$ cat config.mk
export PLATFORM = sky130hd
export DESIGN_NAME = booth_mult_seq
export DESIGN_NICKNAME = d
export VERILOG_FILES = /design/src/rtl/booth_mult_seq.sv
export SDC_FILE = /design/constraint.sdc
export NUM_CORES = 1
export LEC_CHECK = 0
export ABC_CLOCK_PERIOD_IN_PS = 3500
export CAP_MARGIN = 20
export CORE_MARGIN = 5
export CORE_UTILIZATION = 52
export DETAILED_ROUTE_END_ITERATION = 10
export GPL_TIMING_DRIVEN = 0
export HOLD_SLACK_MARGIN = 0.1
export PLACE_DENSITY_LB_ADDON = 0.25
export SETUP_SLACK_MARGIN = 0.15
export SYNTH_ARGS = -nofsm -noshare
export SYNTH_HDL_FRONTEND = slang
export SYNTH_SLANG_ARGS = --single-unit
export TNS_END_PERCENT = 50
$ cat constraint.sdc
create_clock -name clk -period 3.5 [get_ports clk]
set_clock_uncertainty 0.1 [all_clocks]
set_input_delay 0.35 -clock clk [delete_from_list [all_inputs] [get_ports clk]]
set_output_delay 0.35 -clock clk [all_outputs]
set_load 0.02 [all_outputs]
$ cat src/rtl/booth_mult_seq.sv
// Sequential signed Booth multiplier, radix-2 or radix-4 chosen at elaboration.
// Datapath: A/Q/q_1 shift chain, M register, add/sub unit, IDLE/CALC control.
module booth_mult_seq #(
  parameter int WIDTH  = 4,
  parameter bit RADIX4 = 1'b0
) (
  input  logic               clk,
  input  logic               reset,
  input  logic               start,
  input  logic [WIDTH-1:0]   multiplicand,
  input  logic [WIDTH-1:0]   multiplier,
  output logic               busy,
  output logic               done,
  output logic [2*WIDTH-1:0] product
);

  localparam int ITER = RADIX4 ? WIDTH / 2 : WIDTH;
  localparam int CW   = $clog2(ITER + 1);
  localparam int AW   = WIDTH + 2;
  localparam int SH   = RADIX4 ? 2 : 1;

  localparam logic [CW-1:0] ITER_C = CW'(ITER);
  localparam logic [CW-1:0] ONE_C  = CW'(1);

  typedef enum logic {
    IDLE,
    CALC
  } state_t;

  state_t          state_q, state_d;
  logic            busy_q, busy_d;
  logic            done_q, done_d;
  logic [AW-1:0]   a_q, a_d;
  logic [AW-1:0]   m_q, m_d;
  logic [WIDTH-1:0] q_q, q_d;
  logic            q1_q, q1_d;
  logic [CW-1:0]   cnt_q, cnt_d;

  logic [2:0]      grp;
  logic            pos1, pos2;
  logic            neg1, neg2;
  logic [AW-1:0]   m2;
  logic [AW-1:0]   addend;
  logic            sub;
  logic [AW-1:0]   sum;
  logic signed [AW+WIDTH-1:0] aq_sh;

  // Radix-2 reuses the radix-4 table: {Q0,Q0,q_1} only hits 000/001/110/111.
  assign grp = RADIX4 ? {q_q[SH-1], q_q[0], q1_q}
                      : {q_q[0], q_q[0], q1_q};

  assign pos1 = (grp == 3'b001) || (grp == 3'b010);
  assign pos2 = (grp == 3'b011);
  assign neg2 = (grp == 3'b100);
  assign neg1 = (grp == 3'b101) || (grp == 3'b110);

  assign m2 = {m_q[AW-2:0], 1'b0};

  always_comb begin
    addend = '0;
    sub    = 1'b0;
    unique case (1'b1)
      pos1: addend = m_q;
      pos2: addend = m2;
      neg1: begin
        addend = m_q;
        sub    = 1'b1;
      end
      neg2: begin
        addend = m2;
        sub    = 1'b1;
      end
      default: ;
    endcase
  end

  assign sum   = sub ? (a_q - addend) : (a_q + addend);
  assign aq_sh = $signed({sum, q_q}) >>> SH;

  always_comb begin
    state_d = state_q;
    busy_d  = busy_q;
    done_d  = done_q;
    a_d     = a_q;
    m_d     = m_q;
    q_d     = q_q;
    q1_d    = q1_q;
    cnt_d   = cnt_q;
    unique case (state_q)
      IDLE: begin
        done_d = 1'b0;
        if (start) begin
          m_d     = {{2{multiplicand[WIDTH-1]}}, multiplicand};
          q_d     = multiplier;
          a_d     = '0;
          q1_d    = 1'b0;
          cnt_d   = ITER_C;
          busy_d  = 1'b1;
          state_d = CALC;
        end
      end
      CALC: begin
        a_d   = aq_sh[AW+WIDTH-1:WIDTH];
        q_d   = aq_sh[WIDTH-1:0];
        q1_d  = q_q[SH-1];
        cnt_d = cnt_q - ONE_C;
        if (cnt_q == ONE_C) begin
          state_d = IDLE;
          busy_d  = 1'b0;
          done_d  = 1'b1;
        end
      end
      default: begin
        state_d = IDLE;
        busy_d  = 1'b0;
        done_d  = 1'b0;
      end
    endcase
  end

  always_ff @(posedge clk or posedge reset) begin
    if (reset) begin
      state_q <= IDLE;
      busy_q  <= 1'b0;
      done_q  <= 1'b0;
      a_q     <= '0;
      m_q     <= '0;
      q_q     <= '0;
      q1_q    <= 1'b0;
      cnt_q   <= '0;
    end else begin
      state_q <= state_d;
      busy_q  <= busy_d;
      done_q  <= done_d;
      a_q     <= a_d;
      m_q     <= m_d;
      q_q     <= q_d;
      q1_q    <= q1_d;
      cnt_q   <= cnt_d;
    end
  end

  assign busy    = busy_q;
  assign done    = done_q;
  assign product = {a_q[WIDTH-1:0], q_q};

endmodule

Word level (Yosys, flattened, before mapping)

Cells that the tools add are included.

Flip-flop bits (word level): 21
Input port bits: 11
Logic and storage cells: 47

Add/subtract/negate cells: 3
Equality and inequality tests: 9
Muxes and demuxes: 19
Bitwise operators: 1
Reduce and logical (&&, ||, !) cells: 7

Operators by type and width:

| operator            | count |
|---|---|
| $pmux 6 s2          | 2 |
| $mux 6              | 2 |
| $eq 3x3->1 const B  | 3 |
| $pmux 1 s2          | 4 |
| $pmux 4 s2          | 1 |
| $mux 1              | 7 |
| $add 6x6->6         | 1 |
| $eq 3x1->1 const B  | 2 |
| $eq 3x2->1 const B  | 2 |
| $pmux 3 s2          | 1 |
| $reduce_or 2->1     | 3 |
| $sub 6x6->6         | 1 |
| $mux 4              | 1 |
| $reduce_and 2->1    | 2 |
| $mux 3              | 1 |
| $sub 3x1->3 const B | 1 |
| $logic_or 1x1->1    | 2 |
| $ne 2x1->1 const B  | 1 |
| $ne 2x2->1 const B  | 1 |
| $not 1->1           | 1 |

Logic depth before layout (Yosys ltp)

Word-level depth: 7
Depth in mapped cells: 13
Depth with buffers taken out: 13

Worst setup path after synthesis

OpenSTA, ideal clock, no wires.

Path type: flip-flop to flip-flop
From: reg q_q[0]
To: reg a_q[4]
Setup time: 122 ps
Data arrival time: 2818 ps
Required time: 3278 ps
Slack: 460 ps
Stages on the path, launching flop included: 12
Clock period less this slack: 3040 ps
Cell sequence: dfrtp_1 ha_1 nor2b_1 inv_1 ha_1 mux2_2 inv_1 ha_1 nor2b_1 o2111a_1 a2111o_1 a32o_1

Word-level cells in the longest chain between the ends: 7
Elaborated cells between the ends (all ways): 17
Those cells by class: add/sub: 2; eq/ne: 6; mux: 4; reduce/logical: 5

Ends and longest elaborated chain:

| what                                       | line   | text |
|---|---|---|
| start, declared                            | 35     | `logic [WIDTH-1:0] q_q, q_d;` |
| start signal, assigned                     | 137    | `q_q <= q_d;` |
| $eq 3x1->1, or another cell as far along   | 52     | `assign pos1 = (grp == 3'b001) \|\| (grp == 3'b010);` |
| $logic_or 1x1->1 (on tied branches)        | 52, 55 |  |
| $reduce_or 2->1 (no line)                  | --     |  |
| $pmux 6 s2                                 | 62     | `unique case (1'b1)` |
| $add 6x6->6 or $sub 6x6->6 (tied branches) | 77     | `assign sum = sub ? (a_q - addend) : (a_q + addend);` |
| $mux 6 (*)                                 | 77     |  |
| $pmux 6 s2 (*)                             | 89     | `unique case (state_q)` |
| end signal, assigned                       | 126    | `a_q <= '0;` |
| end signal, assigned                       | 135    | `a_q <= a_d;` |
| end, declared                              | 33     | `logic [AW-1:0] a_q, a_d;` |

Every way passes the cells marked *; elsewhere a longest branch is shown, timed or not.
A chain may end at the register's enable or synchronous reset.

Final worst setup path

Same ends and word-level chain as after synthesis.

==> impl_results.md <==
- Buf/Inv on CP: 2
- WS Path Type: reg2reg
- First-pass GRT wire length: approximately 4400 um
- Critical path depth: 11
- DP HPWL: 2030 um
- Reg2Reg Depth: 11
- Distinct cell type count after synthesis: 34
- Status: completed
- Post-Syn Area: about 1200 um2
- Port-buffer cells: 20
- Commonest register cell after synthesis: dfrtp_1
- Sequential area share after synthesis: around two fifths
- WL final: 2615 um
- H-tree lvl count: 1
- Largest area contributor in the synthesized netlist: dfrtp_1
- Largest net degree at the start of global routing: 21
- Clock transition at the registers of the reported paths: approximately 0.11 ns
- Ant diodes: 0
- CP Launch Type: register
- Die W: ~59 um
- Fin crit share: between 90% and 100%
- Synth cell count leaders: 20 x dfrtp_1, 10 x inv_1, 9 x ha_1
- Starting Density: a little over half
- Crit. End Element: register
- Worst hold path class: in2async
- Synth Net Count: 142
- Layout cell share with drive strength beyond 1: a little under an eighth
- Syn avg cell area: roughly 10 um2
- Routed wire per std cell: between 15 and 20 um
- Vias: slightly below 1,000
- Rel. slew slack: 50.13%
- DR DRC count: 0
- Starting DRT DRC Count: 19
- Number of global-route vias before repair: about 940
- Setup bufs post-CTS: 0
- Fin worst setup slack: 0.3318 ns
- Final Setup Violations: 0
- Post-synth EDFFs: 0
- Initial antenna violation count: 0
- CP arrival: ~3.3 ns
- Tot GR Track Use: 17.21%
- Mapped Cells: 121
- Hold violation count in the final report: 0
- Total negative slack: 0 ns
- CP top delay family: compound AO/OA/AOI/OAI gates
- Worst Path Required: 3.61 ns
- Crit Path Max Fanout: 8
- Clock sinks: 20
- Cell with the most instances after synthesis: dfrtp_1
- Clock Path Buffers: 2
- Cell row count: 17
- RSZ-0062 raised after global routing: no
- CTS hold repair buffers: 0
- Layout Nets: 167
- GPL Wtd Cong: 0.8215
- Area Growth Syn to Fin: 22.14%
- Ys async rst share: 100.0%
- Slew at the pin closest to its max-slew limit: between 0.7 and 0.8 ns
- Post-CTS Resized: 0
- CP Cell Sequence: ha_1 > nor2b_1 > inv_1 > ha_1 > mux2_2 > inv_1 > ha_1 > nor2b_1 > o2111a_1 > a2111o_1 > a32o_1
- Max-Cap Viols: 0
- Slowest Stage Delay on Critical Path: approximately 0.43 ns
- IO Pins: 21
- Avg Vias per Cell: between 5 and 6
- Pre-antenna DRT Iters: 4
- Synth warn: 0
- Top cells by area, synth: dfrtp_1 41%, ha_1 9.2%, mux2_2 5.5%, inv_1 3.1%, nor2b_1 3.1%
- CTS tree: yes
- Grt ovf: 0
- Max-slew violations: 0
- Skew-Pair Late Insertion Delay: between 0.3 and 0.4 ns
- Num CTS Buffers: 3
- Setup slack at placement: about 0.33 ns
- Total die area: around 3400 um2
- Max stage delay cell, worst path: dfrtp_1
- Max Fclk: ~320 MHz
- Seq cells post-synth: 20
- Share of the synthesized area in the top cell type: approximately two fifths
- Root buf cell: clkbuf_4
- Floorplan core area: 2233 um2
- Die Height: ~60 um
- Tmin final: about 3.2 ns
- Most used cell along the critical path: ha_1
- Post-DRT Antenna Nets: 0
-- per-layer routing --
| metal | track usage, % | part of all wire [%] |
|---|---|---|
| met1 | 20.66 | 40 |
| met4 | 8.609 | 3.5 |
| met2 | 28.87 | 52 |
| met3 | 3.728 | 3.8 |
| met5 | 0 | 0 |
-- final cells by class --
class / instances / area, um2
Fill cell: 180 / 735.7
Multi-Input combinational cell: 82 / 631.9
Sequential cell: 20 / 500.5
Timing Repair Buffer: 20 / 200.2
Buffer: 9 / 56.30
Inverter: 10 / 37.54
Clock buffer: 4 / 36.28
Tap cell: 28 / 35.03
-- worst register-to-register path: cells and delay by family (launching register included) --
kind / cells / cell delay (ns)
muxes: 1 / 0.29
buffers and inverters: 2 / 0.12
AOI/OAI and AO/OA: 3 / 0.92
and+or+nand+nor: 2 / 0.31
adders and majority gates: 3 / 0.91
DFF: 1 / 0.43
-- metrics by stage --
| stage | util (%) | hold WS, ns | instance area, um2 | instances |
|---|---|---|---|---|
| finish | 67.06 | 0.3556 | 1498 | 173 |
| global route | 67.06 | 0.4379 | 1498 | 173 |
| CTS | 67.06 | 0.3834 | 1498 | 173 |
| detailed placement | 65.43 | 0.3995 | 1461 | 169 |
| global placement | 65.43 | 0.3780 | 1461 | 169 |
| floorplan | - | 0.2138 | 1226 | 121 |
-- cell usage in the layout, fill, tap and decap left out --
cell type / synthesis / layout
mux2i_1: 3 / 3
nor3b_1: 1 / 1
a31o_2: 1 / 1
a21oi_1: 6 / 6
nor2b_1: 6 / 6
xnor2_1: 2 / 2
o31ai_1: 5 / 5
xor2_1: 2 / 2
a32o_1: 2 / 2
dfrtp_1: 20 / 20
nor4_1: 1 / 1
clkbuf_4: 0 / 3
o2111a_1: 1 / 1
or3_1: 3 / 3
fa_1: 1 / 1
clkbuf_1: 1 / 1
inv_1: 10 / 10
nor2_1: 3 / 3
o311ai_0: 1 / 1
a21o_1: 1 / 1
ha_1: 9 / 9
buf_6: 1 / 1
clkdlybuf4s50_1: 0 / 20
o21ai_0: 6 / 6
nor3_1: 2 / 2
nand2b_1: 4 / 4
or4_4: 1 / 1
a211oi_1: 1 / 1
mux2_2: 6 / 6
o22a_1: 1 / 1
o21a_1: 3 / 3
a2111o_1: 1 / 1
buf_4: 4 / 4
nand2_1: 8 / 8
clkbuf_8: 0 / 1
buf_1: 3 / 3
nand3_1: 1 / 1
-- cell families (layout without fill, tap and decap cells) --
logic type	count (synthesis)	after routing	share of synthesized area, %
xor+xnor	4	4	2.858
simple gates	30	30	13.27
flops	20	20	40.82
mux	9	9	7.959
compound gates	29	29	16.63
fa+ha+maj	10	10	10.82
buf+inv	19	43	7.653
-- state kept, by name, summed over array words and instances, names as in the netlist --
register  cells
m_q           4
busy          1
q1_q          1
q_q           4
a_q           5
state_q       1
done          1
cnt_q         3
-- path summary, 6_finish.rpt --
check,slack [ns],end,from
setup / recovery,0.33,a_q[4],q_q[0]
hold / removal,0.36,m_q[0],reset
setup reg to reg,0.33,a_q[4],q_q[0]
hold reg to reg,0.43,q_q[1],q_q[2]
max in group asynchronous,2.48,q1_q,reset
min in group clk,0.43,q_q[1],q_q[2]
Power is left out: the tool's default activity adds up to more than one toggle a clock period on the data nets, which glitch-free logic cannot reach.
==> variant: new RTL, same flow settings <==
Change the parameter `WIDTH` from 4 to 2.
--- a/src/rtl/booth_mult_seq.sv
+++ b/src/rtl/booth_mult_seq.sv
@@ -2,5 +2,5 @@
 // Datapath: A/Q/q_1 shift chain, M register, add/sub unit, IDLE/CALC control.
 module booth_mult_seq #(
-  parameter int WIDTH  = 4,
+  parameter int WIDTH  = 2,
   parameter bit RADIX4 = 1'b0
 ) (
Interface: changed (resized multiplicand, multiplier and product); port bits go from 21 to 13. No check against the original RTL was run, so the function may have changed too.
==> variant against the original RTL <==
- sequential cell count fell by 7
- worst setup slack improved by 0.90 ns
- utilization rose by 0.95 points
- highest routed layer unchanged
- critical endpoint is now a_q[2]
- non-clock buffer count fell by 13
- routed wire length fell by 51%
- maximum frequency rose by 40%
- largest cell class unchanged
- design area fell by 39%
- synthesized area fell by 39%
- first-iteration DRC count fell by 58%
==> variant: results (changes against the original RTL) <==
run status: finished, final reports clean
Max stage delay on crit path: 0.43 ns (about the same)
DRT Pass-1 Iters: 4 (unchanged)
Yosys cell types: 27 (-21%)
gp weighted congestion: 0.754 (-8.2%)
vias per cell: 5.25 (-6.9%)
PostCTS Resize Cnt: 0 (unchanged)
worst min-delay path category: primary input to register
Post-synth top cells: 13 x dfrtp_1, 9 x inv_1, 6 x ha_1, 6 x nand2_1
Synth warnings: 0 (unchanged)
global-route wire length before repair: 2260 um (-48%)
Crit path max-delay family: adder cells
placed cell area: 880 um^2 (-40%)
Seq/Total Area, Yosys: 43.3% (+2.5 points)
Clock transition at path regs: 0.09 ns (-0.02 ns)
compound-gate portion of the synthesized area: 13.2% (-3.5 points)
synthesized-area fraction occupied by adder cells: 12.7% (+1.9 points)
First DRT Iteration DRCs: 8 (-11)
post-synth top area share: 43.3% (+2.5 points)
top cells by area, synth: dfrtp_1 43%, ha_1 10%, inv_1 4.5%, mux2_4 4.0%, o21ai_0 3.3%
max reg flops: 3 (-2)
Port Buffers: 11 (-45%)
critical path arrival: 2.32 ns (-0.96 ns)
CTS Root Cell: clkbuf_4
Clk Latency, worst-skew pair: 0.28 ns (-0.03 ns)
vias in the first global route: 526 (-44%)
fin nets: 102 (-39%)
cts bufs inserted: 3 (unchanged)
GRT Overall Usage: 14.9% (-2.3 points)
pin count of the biggest net entering global routing: 14 (-33%)
syn_nets: 86 (-39%)
postcts setup bufs: 0 (unchanged)
Slew @ Worst Pin: 0.485 ns (-0.262 ns)
Leakage: 0.432 nW
Biggest register: a_q
average wire per standard cell: 12.6 um (-17%)
CP max FO: 4 (-4)
layout cells sized above 1: 16.1% (+4.4 points)
mux contribution to synthesized area: 5.33% (-2.6 points)
DP Wirelength: 1020 um (-50%)
Synth Area in XOR/XNOR: 1.17% (-1.7 points)
-- variant: cell count changes after synthesis, moves of 3 or more --
cell,before,now
buf_1,3,0
a21oi_1,6,1
nand2b_1,4,0
mux2_2,6,0
o31ai_1,5,2
or3_1,3,0
ha_1,9,6
nor2b_1,6,2
dfrtp_1,20,13
-- variant: per-layer routing --
layer	global-route usage (%)	wire length, um
met2	22.7	581
met1	17.7	589
met5	0	0
met3	5.26	68
met4	9.68	44
-- variant: kinds of logic after synthesis --
family,Yosys count
flip-flops,13
multiplexers,3
XOR/XNOR,1
AND/OR/NAND/NOR,18
adder cells (fa/ha/maj),7
AO/OA/AOI/OAI,15
buffers and inverters,15
-- variant: per-stage QoR --
step	setup slack, ns	hold WS, ns	instances
5_1_grt	1.04	0.184	102
2_1_floorplan	1.31	0.127	72
3_3_place_gp	1.27	0.373	98
6_report	1.23	0.199	102
4_1_cts	1.22	0.191	102
3_5_place_dp	1.25	0.387	98
-- variant: area by class of cell --
cell class              instances  area [um^2]
well taps                      15         18.8
repair buffers                 11          110
fillers                       103          427
clock buffers                   3         22.5
plain buffers                   5         45.0
inverters                      10         42.5
multi-input cells              44          338
flip-flops and latches         13          325
clock inverters                 1         5.00
-- variant: path summary, 6_finish.rpt --
check / start / to / slack, ns / cells past startpoint
setup / recovery: q_q[0] / a_q[2] / 1.23 / 8
hold / removal: start / q1_q / 0.20 / 2
setup reg to reg: q_q[0] / a_q[2] / 1.23 / 8
hold reg to reg: cnt_q[0] / cnt_q[0] / 0.39 / 1
max in group asynchronous: reset / a_q[1] / 2.69 / 2
min in group asynchronous: reset / q_q[0] / 0.28 / 2
-- variant: where the power goes --
part           leakage [nW]  internal (mW)  switching [mW]
clock network        0.0177         0.0424          0.0527
registers             0.157          0.225          0.0467
logic                 0.257          0.287           0.278
